File: src/rtl/reg_file_sb.sv
// reg_file_sb: architectural register file with a per-register scoreboard.
//
// Holds NREGS registers of XLEN bits each. Register 0 is hardwired to zero.
// Alongside the data, a pending bit per register records that an issued
// instruction has reserved it. The pending bit clears when that result is
// written back.
//
// Ports
//   clk       rising-edge clock for all state
//   rst       asynchronous, active-low reset; clears data and pending bits
//   wr_en     write strobe; wr_addr/wr_data give destination and value
//   iss_en    issue strobe; sets the pending bit of iss_addr
//   flush     clears every pending bit (a same-edge write still lands)
//   rd_addr   NRD packed read addresses, port i at [i*AW +: AW]
//   rd_data   NRD packed read values, port i at [i*XLEN +: XLEN]
//   rd_busy   per-port pending flag of the addressed register
//   busy_cnt  number of registers currently marked pending
module reg_file_sb #(
   parameter int XLEN   = 32,
   parameter int NREGS  = 32,
   parameter int NRD    = 2,
   parameter int BYPASS = 1,
   localparam int AW    = $clog2(NREGS),
   localparam int CW    = $clog2(NREGS) + 1
) (
   input  logic              clk,
   input  logic              rst,
   input  logic              wr_en,
   input  logic [AW-1:0]     wr_addr,
   input  logic [XLEN-1:0]   wr_data,
   input  logic              iss_en,
   input  logic [AW-1:0]     iss_addr,
   input  logic              flush,
   input  logic [NRD*AW-1:0] rd_addr,
   output logic [NRD*XLEN-1:0] rd_data,
   output logic [NRD-1:0]    rd_busy,
   output logic [CW-1:0]     busy_cnt
);

   // An address is usable when it is a real, non-zero register.
   function automatic logic addr_ok(input logic [AW-1:0] a);
      return (a != '0) && (int'(a) < NREGS);
   endfunction

   logic [XLEN-1:0]  regs [NREGS];
   logic [NREGS-1:0] pending;
   logic [NREGS-1:0] pend_nxt;
   logic             wr_ok;
   logic             iss_ok;
   logic [AW-1:0]    ra;
   logic [CW-1:0]    cnt;

   // Strobes are qualified with rst so that nothing, including the
   // combinational bypass path, leaks through while reset is held.
   assign wr_ok  = rst & wr_en  & addr_ok(wr_addr);
   assign iss_ok = rst & iss_en & addr_ok(iss_addr);

   // Priority: write clears, issue sets (new producer wins), flush clears all.
   always_comb begin
      pend_nxt = pending;
      if (wr_ok)
         pend_nxt[wr_addr] = 1'b0;
      if (iss_ok)
         pend_nxt[iss_addr] = 1'b1;
      if (flush)
         pend_nxt = '0;
   end

   always_ff @(posedge clk or negedge rst) begin
      if (!rst) begin
         for (int i = 0; i < NREGS; i++)
            regs[i] <= '0;
         pending <= '0;
      end else begin
         if (wr_ok)
            regs[wr_addr] <= wr_data;
         pending <= pend_nxt;
      end
   end

   // Zero-latency reads; a matching in-flight write is forwarded and
   // reported as not busy because its result is available right now.
   always_comb begin
      rd_data = '0;
      rd_busy = '0;
      ra      = '0;
      for (int i = 0; i < NRD; i++) begin
         ra = rd_addr[i*AW +: AW];
         if ((BYPASS != 0) && wr_ok && (ra == wr_addr)) begin
            rd_data[i*XLEN +: XLEN] = wr_data;
         end else if (addr_ok(ra)) begin
            rd_data[i*XLEN +: XLEN] = regs[ra];
            rd_busy[i]              = pending[ra];
         end
      end
   end

   // Bit 0 is never set, so the count tops out at NREGS-1 and CW bits
   // cannot wrap.
   always_comb begin
      cnt = '0;
      for (int i = 1; i < NREGS; i++)
         cnt = cnt + CW'(pending[i]);
   end

   assign busy_cnt = cnt;

endmodule

File: config.mk
export PLATFORM = sky130hd
export DESIGN_NAME = reg_file_sb
export DESIGN_NICKNAME = d
export VERILOG_FILES = /design/src/rtl/reg_file_sb.sv
export SDC_FILE = /design/constraint.sdc
export NUM_CORES = 2
export LEC_CHECK = 0
export ABC_CLOCK_PERIOD_IN_PS = 13400
export BUFFER_PORTS_ARGS = -buffer_cell sky130_fd_sc_hd__clkbuf_2
export CAP_MARGIN = 10
export CORE_MARGIN = 3
export CORE_UTILIZATION = 62
export DETAILED_ROUTE_END_ITERATION = 7
export MAX_ROUTING_LAYER = met4
export PLACE_DENSITY = 0.76
export SETUP_SLACK_MARGIN = 0.02
export SLEW_MARGIN = 10
export SYNTH_ARGS = -nofsm -noshare
export SYNTH_HDL_FRONTEND = slang
export SYNTH_SLANG_ARGS = --single-unit
File: constraint.sdc
create_clock -name clk -period 13.4 [get_ports clk]
set_input_delay 1.34 -clock clk [delete_from_list [all_inputs] [get_ports clk]]
set_output_delay 1.34 -clock clk [all_outputs]
set_load 0.005 [all_outputs]
### Word level (Yosys, flattened, before mapping)

Index checks and enable logic that the tools add are counted.

* input port bits: 57
* logic and storage cells: 122
* output and inout port bits: 72
* register bits: 1056

* $add $sub $neg: 30
* equality and inequality tests: 2
* bitwise logic cells: 10
* reductions and logical operators: 9
* order comparisons: 10
* multiplexer cells: 28

Operators with widths (number)
* bitwise mux 1024 bit: 1
* two-way mux 32 bit: 12
* binary-select mux 32 bit (select 5 bit): 2
* demux 32 bit (select 5 bit): 1
* adder 6 x 1 -> 6 bit: 25
* bitwise AND 32 bit: 1
* NOT 32 bit: 1
* bitwise OR 32 bit: 1
* < comparator 5 x 6 -> 1 bit (second input constant): 4
* nonzero test 5 bit: 4
* greater-or-equal comparator 6 bit (second input constant): 3
* NOT 5 -> 6 bit: 3
* binary-select mux 1 bit (select 5 bit): 2
* demux 1 bit (select 5 bit): 2
* equality test 5 bit: 2
* greater-or-equal comparator 5 x 1 -> 1 bit (second input constant): 2
* two-way mux 1 bit: 8
* adder 5 x 1 -> 6 bit: 1
* < comparator 6 x 1 -> 1 bit (second input constant): 1
* adder 4 x 1 -> 5 bit: 1
* logical AND 1 bit: 5
* adder 3 x 1 -> 4 bit: 1
* bitwise AND 1 bit: 4
* adder 2 x 1 -> 3 bit: 1
* adder 1 x 1 -> 2 bit: 1

### Longest topological paths before layout

* depth after elaboration: 30
* gate-level depth with buffers: 15
* depth with buffers taken out: 15

### Least setup slack after synthesis

Ideal clock, no wire load.

* kind: reg2out
* start point: register pending[24]
* end point: output busy_cnt[4]
* cell stages (with the launch flop): 16
* path buffers: 0
* setup slack: 7.507 ns
* arrival: 4.553 ns
* data required time: 12.060 ns
* cell sequence: dfrtp_1 -> fa_1 -> fa_1 -> inv_1 -> fa_1 -> inv_1 -> fa_1 -> fa_1 -> inv_1 -> fa_1 -> fa_1 -> inv_1 -> fa_1 -> a21o_1 -> a21oi_1 -> xnor2_1

* longest elaborated chain between the ends: 8

RTL lines
* from (decl): line 46 `logic [NREGS-1:0] pending;`
* from (signal assigned): line 77 `pending <= pend_nxt;`
* adder 6 x 1 -> 6 bit (8 in a row): line 103 `cnt = cnt + CW'(pending[i]);`
* to (decl): line 37 `output logic [CW-1:0] busy_cnt`

No other way between the ends.

### Final worst setup path

* start point: input rd_addr[7]
* end point: output rd_data[43]

* longest elaborated chain between the ends: 6

RTL lines
* from (decl): line 34 `input logic [NRD*AW-1:0] rd_addr,`
* NOT 5 -> 6 bit (implied by the code): line 92 `rd_data[i*XLEN +: XLEN] = regs[ra];`
* binary-select mux 32 bit (select 5 bit): line 92
* two-way mux 32 bit (implied by the code) (2 in a row): line 92
* two-way mux 32 bit: line 91 `end else if (addr_ok(ra)) begin`
* two-way mux 32 bit (*): line 89 `if ((BYPASS != 0) && wr_ok && (ra == wr_addr)) begin`
* to (decl): line 35 `output logic [NRD*XLEN-1:0] rd_data,`

Mark *: on every way between the ends. The rest lies on a longest branch, timed or not. The select of a mux whose other input is x is not followed.

==> summary.md <==
| Metric | Value |
|---|---|
| Vias after detailed routing | `40.8k` |
| Max Cap Viol | `0` |
| Cells after Synth | `4222` |
| Initial antenna violation count | `11` |
| H-tree depth | `3` |
| Cts repair resizes | `0` |
| Crit path kind | `in -> out` |
| Reg2reg start | `pending[29]` |
| Met2 global-route usage | `58.1%` |
| Period minus WS final | `7030 ps` |
| Max frequency | `142 MHz` |
| Crit-path slowest cell | `buf_4` |
| Final Max Slew Viols | `0` |
| Postcts setup bufs | `0` |
| RSZ-0062 raised after global routing | `false` |
| Sequential share of the synthesized area | `45.5%` |
| Core area | `0.0922 sq mm` |
| Ports | `129` |
| Pwr Density | `137 mW/mm^2` |
| Peak supply drop | `0.129 mV` |
| Detail Route Antenna Nets | `0` |
| Predominant post-synthesis flop cell | `dfrtp_1` |
| Syn Std Cell Area | `0.0580 sq mm` |
| Post-synth EDFFs | `0` |
| Area of placed instances | `0.0592 sq mm` |
| Die Width | `312 um` |
| Largest cells by area after synthesis | `dfrtp_1 (46%), mux2_2 (19%), mux4_2 (13%)` |
| Yosys warning count | `0` |
| Fill cells | `6514` |
| Hold Startpoint | `regs[992]` |
| Layout cells sized above 1 | `42.8%` |
| Setup tns final | `0 ps` |
| Post-synth top cells | `dfrtp_1 (1056), mux2_2 (986), mux2i_1 (405)` |
| Num CTS Buffers | `110` |
| CTS Sinks | `1056` |
| Die Y | `312 um` |
| Clock Latency Late Sink | `680 ps` |
| Gr ovfl total | `0` |
| Most common cell in the netlist | `dfrtp_1` |
| Fin. Hold Viols | `0` |
| HPWL after detailed placement | `106000 um` |
| Initial drt markers | `5196` |
| Period utilisation layout | `52.5%` |
| Number of global-route vias before repair | `40.2k` |
| Top Usage Layer GRT | `met2` |
| Avg WL per Cell | `34.9 um` |
| Critical path cell sequence | `buf_8 -> buf_4 -> buf_4 -> nor2b_4 -> buf_4 -> a22oi_1 -> a21oi_1 -> nor3_1 -> a32o_1 -> clkbuf_2` |
| Asr flop ratio synth | `100%` |
| Area Overhead vs Synth | `8.81%` |
| Finished Cell Area | `0.0632 sq mm` |
| Largest stage delay on the critical path | `800 ps` |
| Slew HR | `17.0%` |
| Routed vias/inst | `7.51` |
| DRT Pass-1 Iters | `8` |
| Setup Viol. Count Final | `0` |
| CP max FO | `60` |
| Die Footprint | `0.0973 sq mm` |
| Largest net degree at the start of global routing | `172` |
| # DRC | `0` |
| WP data required | `12060 ps` |
| GR met1 Demand/Resource | `52.6%` |
| Mapped Nets | `4309` |
| Worst hold path class | `reg -> reg` |
| Register bit total from synthesis | `1056` |
| Element type at the critical path end | `output pin` |
| Netlist cell types | `56` |
| Worst Setup Start Kind | `primary input` |
| Root buf cell | `clkbuf_16` |
| Storage element area | `0.0264 sq mm` |
| Post-cts hold buffer count | `0` |
| Global-route wire length before repair | `278000 um` |
| Leak | `28.9 nW` |
| CP most frequent cell | `buf_4` |
| CTS Buffer Depth | `3` |
| GR Util met3 | `10.5%` |
| Worst slew pin tran | `1240 ps` |
| Area leader, netlist | `dfrtp_1` |
| Top-area cell type share of the netlist area | `45.5%` |
| Final Skew | `0 ps` |
| Area occupied by multi-input gates | `0.0296 sq mm` |
| Final nets | `4168` |
| Number of core rows | `111` |
| Final WL | `190000 um` |
| Clock transition at path regs | `60 ps` |
| Average size of a mapped cell | `13.7 sq um` |
| Total GRT Usage | `39.9%` |
| CTS tree | `yes` |
| CP arrival | `5690 ps` |
| Number of port buffers | `128` |
| Final GP Congestion | `0.905` |
| Initial Util | `62.9%` |
| Status | `completed` |
| Worst setup path startpoint | `rd_addr[7]` |
==> critical path, delay by kind of cell <==
kind	cells	cell delay [ps]
AND/OR/NAND/NOR	2	940
buffers and inverters	5	2620
AO/OA/AOI/OAI	3	700
==> through the flow <==
| step | hold slack (ps) | util (%) | instances | power (W) | setup WS, ps |
|---|---|---|---|---|---|
| floorplan | 441 | - | 4222 | 0.00488 | 7510 |
| global placement | 382 | 64.2 | 5211 | 0.00530 | 6560 |
| detailed placement | 386 | 64.2 | 5211 | 0.00536 | 6560 |
| CTS | 400 | 68.5 | 5414 | 0.00863 | 6440 |
| global route | 410 | 68.5 | 5425 | 0.00892 | 6200 |
| finish | 397 | 68.5 | 5427 | 0.00864 | 6370 |
==> placed cells by master, fill, tap and decap left out, types with 25 or more instances in the layout <==
master and n:
dfrtp_1 1056, clkbuf_8 28, a22o_1 33, clkbuf_16 112, mux2_1 66, mux2_2 986
nor3_1 26, a22oi_1 107, nand3_1 95, o22ai_1 57, mux2i_1 405, a221oi_1 36
mux4_2 335, a21oi_1 81, clkbuf_2 119, nor2_1 25, o221ai_1 26, nand2_1 87
o21ai_1 29, a32o_1 32, buf_4 92, inv_1 34
==> flip-flops by register name (all words and copies together) (netlist names) <==
name     flops
regs      1024
pending     32
==> cell families after synthesis <==
family          share of synthesized area [%]
mux                                      40.4
buf+inv                                  3.94
flops                                    45.5
xor+xnor                                0.196
fa+ha+maj                               0.944
compound gates                           6.19
simple gates                             2.82
==> power breakdown <==
group | total, W | leakage, nW | internal [W] | switching, W
clock network | 0.00329 | 1.92 | 0.00196 | 0.00134
logic | 0.00144 | 12.9 | 0.000758 | 0.000682
registers | 0.00390 | 14.1 | 0.00359 | 0.000314
==> metal layers <==
metal | share of wire (%) | vias up | wire [um]
li1 | - | 15900 | -
met1 | 38 | 21400 | 71800
met2 | 45 | 2814 | 85400
met3 | 12 | 640 | 22100
met4 | 5.4 | 0 | 10200
met5 | 0 | - | 0
==> worst paths after layout <==
check	end	slack, ps	depth (start not counted)
hold reg to reg	regs[992]	400	0
setup / recovery	rd_data[43]	6370	10
min in group asynchronous	regs[352]	700	1
max in group asynchronous	regs[611]	9100	5
hold / removal	regs[992]	400	0
setup reg to reg	pending[29]	12450	3
==> final cells by class <==
| class | count | area share (%) |
|---|---|---|
| Antenna cell | 12 | 0.0475 |
| Clock buffer | 159 | 5.16 |
| Clock inverter | 44 | 1.03 |
| Inverter | 34 | 0.202 |
| Multi-Input combinational cell | 2655 | 46.9 |
| Sequential cell | 1056 | 41.8 |
| Tap cell | 1243 | 2.46 |
| Timing Repair Buffer | 224 | 2.36 |
No activity file was read; power rests on OpenSTA's default activity.
